==> src/rtl/eth_pkg.sv <==
// eth_pkg -- shared constants and scheduler state encoding for the eth_tx path.
//   ETH_ADR_W           : width of a frame byte count / buffer address
//   PAKET_MAX_SIZE_DEF  : default largest legal frame in bytes (must match the engine)
//   IFG_CLKS_DEF        : default inter-frame gap in clocks (96 bit times at 2 bits/clk)
//   START_TMO_DEF       : default clocks allowed for the engine to acknowledge a start
//   sched_state_t       : eth_tx_sched state encoding
package eth_pkg;

  localparam int ETH_ADR_W = 11;
  localparam logic [ETH_ADR_W-1:0] PAKET_MAX_SIZE_DEF = 11'd1500;
  localparam int IFG_CLKS_DEF = 48;
  localparam int START_TMO_DEF = 15;

  typedef enum logic [2:0] {
    IDLE,
    START,
    WAIT_BUSY,
    WAIT_DONE,
    IFG
  } sched_state_t;

  // A frame is legal when it carries at least one byte and fits the buffer.
  function automatic logic size_legal(input logic [ETH_ADR_W-1:0] size,
                                      input logic [ETH_ADR_W-1:0] max_size);
    return (size != '0) && (size <= max_size);
  endfunction

endpackage

==> src/rtl/rr_arbiter.sv <==
// rr_arbiter -- round-robin pick among N requesters.
//   i_clk, i_rst : clock, asynchronous active-high reset
//   req          : request vector
//   en           : accept the current pick; the pointer moves to the winner
//   gnt          : one-hot winner (combinational), all zero when req is zero
//   idx          : binary index of the winner (combinational)
// The search starts one past the last accepted winner, so the most recent
// owner always has the lowest priority on the next pick.
module rr_arbiter #(
  parameter int N = 4,
  localparam int IW = (N > 1) ? $clog2(N) : 1
) (
  input  logic          i_clk,
  input  logic          i_rst,
  input  logic [N-1:0]  req,
  input  logic          en,
  output logic [N-1:0]  gnt,
  output logic [IW-1:0] idx
);

  logic [IW-1:0] ptr_reg;
  logic [IW:0]   cand;
  logic          found;

  always_comb begin
    gnt   = '0;
    idx   = '0;
    found = 1'b0;
    cand  = '0;
    for (int i = 0; i < N; i++) begin
      // (ptr + 1 + i) mod N; one subtraction suffices since the sum is < 2N
      cand = {1'b0, ptr_reg} + (IW+1)'(i + 1);
      if (cand >= (IW+1)'(N)) begin
        cand = cand - (IW+1)'(N);
      end
      if (!found && req[cand[IW-1:0]]) begin
        found = 1'b1;
        idx   = cand[IW-1:0];
      end
    end
    if (found) begin
      gnt[idx] = 1'b1;
    end
  end

  always_ff @(posedge i_clk or posedge i_rst) begin
    if (i_rst) begin
      ptr_reg <= '0;
    end else if (en && found) begin
      ptr_reg <= idx;
    end
  end

endmodule

==> src/rtl/eth_tx_sched.sv <==
// eth_tx_sched -- shares one 2-bit RMII-style eth_tx frame engine between
// N_REQ requesters, each owning a frame buffer bank.
//   i_clk, i_rst : clock, asynchronous active-high reset
//   i_req        : per-requester level request, held until o_done/o_err
//   i_size       : per-requester byte count, slice k = [11k+10:11k]
//   o_grant      : one-hot current owner, or zero
//   o_sel        : binary index of the granted bank (external RAM mux select)
//   o_done       : one-clock pulse per completed frame
//   o_err        : one-clock pulse per rejected or timed-out frame
//   o_tx_en      : one-clock start strobe to the engine
//   i_tx_ready   : engine ready, high while idle
//   o_tx_size    : frame byte count to the engine, stable for the whole frame
//   o_busy       : high in every state except IDLE
// Optional build macro ETH_TX_SCHED_STATS_EN adds saturating counters
//   o_frame_cnt (16 bit, completed frames) and o_err_cnt (8 bit, errors).
module eth_tx_sched
  import eth_pkg::*;
#(
  parameter int                   N_REQ          = 4,
  parameter logic [ETH_ADR_W-1:0] PAKET_MAX_SIZE = PAKET_MAX_SIZE_DEF,
  parameter int                   IFG_CLKS       = IFG_CLKS_DEF,
  parameter int                   START_TMO      = START_TMO_DEF,
  localparam int                  SW             = $clog2(N_REQ)
) (
  input  logic                      i_clk,
  input  logic                      i_rst,
  input  logic [N_REQ-1:0]          i_req,
  input  logic [N_REQ*ETH_ADR_W-1:0] i_size,
  output logic [N_REQ-1:0]          o_grant,
  output logic [SW-1:0]             o_sel,
  output logic [N_REQ-1:0]          o_done,
  output logic [N_REQ-1:0]          o_err,
  output logic                      o_tx_en,
  input  logic                      i_tx_ready,
  output logic [ETH_ADR_W-1:0]      o_tx_size,
`ifdef ETH_TX_SCHED_STATS_EN
  output logic [15:0]               o_frame_cnt,
  output logic [7:0]                o_err_cnt,
`endif
  output logic                      o_busy
);

  // One counter serves both the start timeout and the inter-frame gap.
  localparam int CW = $clog2(((IFG_CLKS > START_TMO) ? IFG_CLKS : START_TMO) + 1);

  sched_state_t         state_reg;
  logic [CW-1:0]        cnt_reg;
  logic [ETH_ADR_W-1:0] size_arr [N_REQ];
  logic [N_REQ-1:0]     arb_gnt;
  logic [SW-1:0]        arb_idx;
  logic                 arb_en;
  logic [ETH_ADR_W-1:0] win_size;

  for (genvar gi = 0; gi < N_REQ; gi++) begin : g_size
    assign size_arr[gi] = i_size[ETH_ADR_W*gi +: ETH_ADR_W];
  end

  // A grant still showing in IDLE is the tail of a rejection; it must clear
  // before the next pick so the rejected requester can drop its request.
  // The engine has no reset, so nothing is granted until it reports ready.
  assign arb_en   = (state_reg == IDLE) && (o_grant == '0) && (|i_req) && i_tx_ready;
  assign win_size = size_arr[arb_idx];

  rr_arbiter #(
    .N(N_REQ)
  ) u_arb (
    .i_clk (i_clk),
    .i_rst (i_rst),
    .req   (i_req),
    .en    (arb_en),
    .gnt   (arb_gnt),
    .idx   (arb_idx)
  );

  always_ff @(posedge i_clk or posedge i_rst) begin
    if (i_rst) begin
      state_reg <= IDLE;
      cnt_reg   <= '0;
      o_grant   <= '0;
      o_sel     <= '0;
      o_done    <= '0;
      o_err     <= '0;
      o_tx_en   <= 1'b0;
      o_tx_size <= '0;
      o_busy    <= 1'b0;
    end else begin
      o_tx_en <= 1'b0;
      o_done  <= '0;
      o_err   <= '0;
      case (state_reg)
        IDLE: begin
          if (o_grant != '0) begin
            o_grant <= '0;
          end else if (arb_en) begin
            o_grant   <= arb_gnt;
            o_sel     <= arb_idx;
            o_tx_size <= win_size;
            // The engine silently drops oversize starts, so bad sizes are
            // rejected here and the engine is never started.
            if (!size_legal(win_size, PAKET_MAX_SIZE)) begin
              o_err <= arb_gnt;
            end else begin
              state_reg <= START;
              o_busy    <= 1'b1;
            end
          end
        end
        START: begin
          o_tx_en   <= 1'b1;
          cnt_reg   <= CW'(START_TMO);
          state_reg <= WAIT_BUSY;
        end
        WAIT_BUSY: begin
          if (!i_tx_ready) begin
            state_reg <= WAIT_DONE;
          end else if (cnt_reg == '0) begin
            o_err     <= o_grant;
            o_grant   <= '0;
            cnt_reg   <= CW'(IFG_CLKS - 1);
            state_reg <= IFG;
          end else begin
            cnt_reg <= cnt_reg - CW'(1);
          end
        end
        WAIT_DONE: begin
          // o_tx_size/o_sel stay untouched: the engine compares the size
          // against its read address on every byte.
          if (i_tx_ready) begin
            o_done    <= o_grant;
            o_grant   <= '0;
            cnt_reg   <= CW'(IFG_CLKS - 1);
            state_reg <= IFG;
          end
        end
        IFG: begin
          if (cnt_reg == '0) begin
            state_reg <= IDLE;
            o_busy    <= 1'b0;
          end else begin
            cnt_reg <= cnt_reg - CW'(1);
          end
        end
        default: begin
          state_reg <= IDLE;
          o_busy    <= 1'b0;
        end
      endcase
    end
  end

`ifdef ETH_TX_SCHED_STATS_EN
  always_ff @(posedge i_clk or posedge i_rst) begin
    if (i_rst) begin
      o_frame_cnt <= '0;
      o_err_cnt   <= '0;
    end else begin
      if ((|o_done) && (o_frame_cnt != '1)) begin
        o_frame_cnt <= o_frame_cnt + 16'd1;
      end
      if ((|o_err) && (o_err_cnt != '1)) begin
        o_err_cnt <= o_err_cnt + 8'd1;
      end
    end
  end
`endif

endmodule

==> config.mk <==
export PLATFORM = sky130hd
export DESIGN_NAME = eth_tx_sched
export DESIGN_NICKNAME = d
export VERILOG_FILES = /design/src/rtl/eth_pkg.sv /design/src/rtl/rr_arbiter.sv /design/src/rtl/eth_tx_sched.sv
export SDC_FILE = /design/constraint.sdc
export NUM_CORES = 1
export LEC_CHECK = 0
export BUFFER_PORTS_ARGS = -buffer_cell sky130_fd_sc_hd__buf_2
export CAP_MARGIN = 20
export CORE_MARGIN = 4
export CORE_UTILIZATION = 45
export CTS_CLUSTER_DIAMETER = 40
export DETAILED_ROUTE_END_ITERATION = 7
export HOLD_SLACK_MARGIN = 0.1
export PLACE_DENSITY = 0.77
export SLEW_MARGIN = 20
export SYNTH_ARGS = -nofsm -noshare
export SYNTH_HDL_FRONTEND = slang
export SYNTH_SLANG_ARGS = --single-unit
export TNS_END_PERCENT = 1
==> constraint.sdc <==
create_clock -name i_clk -period 2.6 [get_ports i_clk]
set_input_delay 0.13 -clock i_clk [delete_from_list [all_inputs] [get_ports i_clk]]
set_output_delay 0.13 -clock i_clk [all_outputs]
set_load 0.02 [all_outputs]
==> metrics.cfg <==
[status]
status=finished, final reports clean

[sta]
rsz0062_at_grt=yes
slew_headroom_pct=61.6
whs_ps=250
skew_ps=9.74
drv_slew=0
worst_pin_slew_ps=572
min_period_over_period_pct=99.2
fmax_mhz=388
period_needed_ps=2580
hold_viol=0
finalWorstSetupSlack_ps=21.0
setup_viol=0
fin_setup_tns_ps=0

[placement]
post_dp_cell_area_um2=2630
place.gp.congestion=0.854
io_buffers=77
dp_hpwl_um=4240
preCtsSetupSlack_ps=-81.5

[route]
drc=0
ant_nets=0
dr.pass1.iters=4
wl_per_cell_um=16.1
vias_per_cell=5.65
drt-initial-drc-count=116
vias=1967
wirelength_um=5620

[floorplan]
start_util_pct=47.9
rows=24
num_io_pins=78
core_area_um2=4470
dieArea_um2=5930
die_h_um=77.0
die_x_um=77.0

[worst_setup_path]
worst_setup_path_start_kind=flop
critPathKind=reg2reg
end_kind=flop
r2r-start=u_arb.ptr_reg[0]
setup.worst_path.start=u_arb.ptr_reg[0]
r2r_cells=8
path_cells=nand2b_4 -> a21o_1 -> o311ai_4 -> mux4_2 -> nor4b_4 -> a21oi_2 -> a221oi_4 -> a32o_1
worstPathRequired_ps=2830
cpPeakStageDelay_ps=620
critPathSlowestCell=mux4_2
worstPathArrival_ps=2810
cp_max_fo=6

[layout]
area_growth_pct=32.3
design_area_um2=2840
fin_util_pct=63.4
largest_reg_flops=11
ff_latch_area_um2=951
multi_input_area_um2=1170
fillers=369
drive_gt1_share_pct=41.9
fin_nets=347
num_antenna_cells=0

[clock_tree]
worstSkewPairLatency_ps=300
htreeDepth=2
clk_pin_slew_ps=80
cts_buffers=5
numClockSinks=38
root_buffer=clkbuf_8
cts_tree=yes
cts_buffer_depth=2

[power_and_ir_drop]
max-vdd-ir-drop_mv=0.603
p_leak_uw=0.00141
powerDensity_nw_per_um2=1160

[logic_synthesis]
synth_xor_area_share_pct=0.408
synth_top_cell_area_share_pct=44.3
synth-compound-area-share_pct=17.7
synth_simple_gate_area_share_pct=18.1
synth-seq-area-share_pct=44.3
synth-async-reset-ratio_pct=100
synthMuxAreaShare_pct=16.0
synth_warnings=0
synth_ff_type=dfrtp_1
synth_area_um2=2140
synth.distinct_cells=42
synth_top_area_cell=dfrtp_1
synth-adder-area-share_pct=0.583
postSynthAreaPerCell_um2=10.4
synth_edf_count=0
synth_cells=207
synth_top_family_by_area=simple AND/OR/NAND/NOR gates
syn_nets=259
ys_top_cells_by_area=dfrtp_1 (44%), mux2_2 (6.3%), mux4_2 (4.2%)
ys_ff_latch=38

[min_path]
hold_depth=4
hp-class=in2reg
hp-start=i_size[22]

[global_route]
grt_first_pass_wirelength_um=9400
grt_pass1_vias=1962
overflow=0
antenna_found_initial=0
groute.usage.overall_pct=19.7
grt_max_degree=39

[flow_run]
drv_cap=0

==> worst max-delay path, delay by kind of cell (launching register included) <==
family          cells  cell delay [ps]
compound gates      5             1050
flops               1              400
simple gates        2              450
mux                 1              620
==> kinds of logic after synthesis <==
| logic type | after synthesis |
|---|---|
| and+or+nand+nor | 80 |
| muxes | 23 |
| buffers and inverters | 15 |
| xor gates and xnor gates | 1 |
| AOI/OAI and AO/OA | 49 |
| DFF | 38 |
| adders and majority gates | 1 |
==> cells in the mapped netlist (2+ instances only) <==
| master | n |
|---|---|
| buf_2 | 3 |
| mux4_1 | 3 |
| nor2_1 | 20 |
| a31oi_1 | 3 |
| a211oi_1 | 2 |
| a22o_1 | 2 |
| a21oi_1 | 9 |
| a32o_1 | 4 |
| nor3_1 | 7 |
| nand2_1 | 24 |
| o21ai_0 | 6 |
| inv_1 | 6 |
| o31ai_1 | 4 |
| clkbuf_1 | 6 |
| nor2b_1 | 5 |
| mux2i_1 | 4 |
| mux4_2 | 4 |
| a21o_1 | 6 |
| dfrtp_1 | 38 |
| mux2_2 | 12 |
| a311oi_1 | 3 |
| nand3_1 | 5 |
| and3_1 | 8 |
| nand2b_1 | 5 |
==> where the power goes <==
group	switching (µW)	total [µW]	leakage [µW]	internal, µW
registers	174	974	0.000474	800
logic	954	1720	0.000871	762
clock network	225	609	0.0000683	385
==> cell usage in the layout (no fill, tap or decap), drive strengths merged, types with 5 or more instances in the layout <==
| cell | instances |
|---|---|
| inv | 6 |
| dfrtp | 38 |
| nand2 | 24 |
| nor2b | 5 |
| nand2b | 5 |
| o21ai | 8 |
| mux2 | 12 |
| a21o | 6 |
| nor3 | 7 |
| buf | 88 |
| nor2 | 20 |
| a21oi | 9 |
| clkbuf | 5 |
| and3 | 8 |
| nand3 | 5 |
| mux4 | 7 |
==> final timing paths <==
path	to	slack, ps
min in group asynchronous	o_tx_size[4]	480
hold / removal	o_tx_size[0]	250
setup reg to reg	o_err[3]	20
max in group asynchronous	u_arb.ptr_reg[1]	1770
setup / recovery	o_err[3]	20
hold reg to reg	o_tx_size[0]	470
==> area by class of cell <==
class / count / area share, %
clock buffer: 5 / 2.43
sequential: 38 / 33.5
clock inverter: 3 / 2.43
tap: 52 / 2.29
timing repair buffer: 90 / 17.2
inverter: 6 / 0.794
multi-input combinational: 154 / 41.3
==> timing repair <==
item,in CTS,in global routing
setup endpoints to repair,6,6
endpoints found under the hold margin,39,0
setup buffers,1,1
resized for setup,5,4
hold buffers,2,0
pin swaps,0,4
==> through the flow <==
stage	cells	power (µW)
2_1_floorplan	207	2120
3_3_place_gp	336	2570
3_5_place_dp	336	2600
4_1_cts	347	3270
5_1_grt	348	3540
6_report	348	3300
==> metal layers <==
layer	share of wire (%)	wire length, µm	global-route usage, %	vias up
met1	43	2440	26.3	946
met5	0	0	0	-
met2	49	2760	31.4	70
met3	5.2	290	4.22	10
met4	2.3	130	7.65	0
li1	-	-	-	941
No activity file was read; power rests on OpenSTA's default activity.
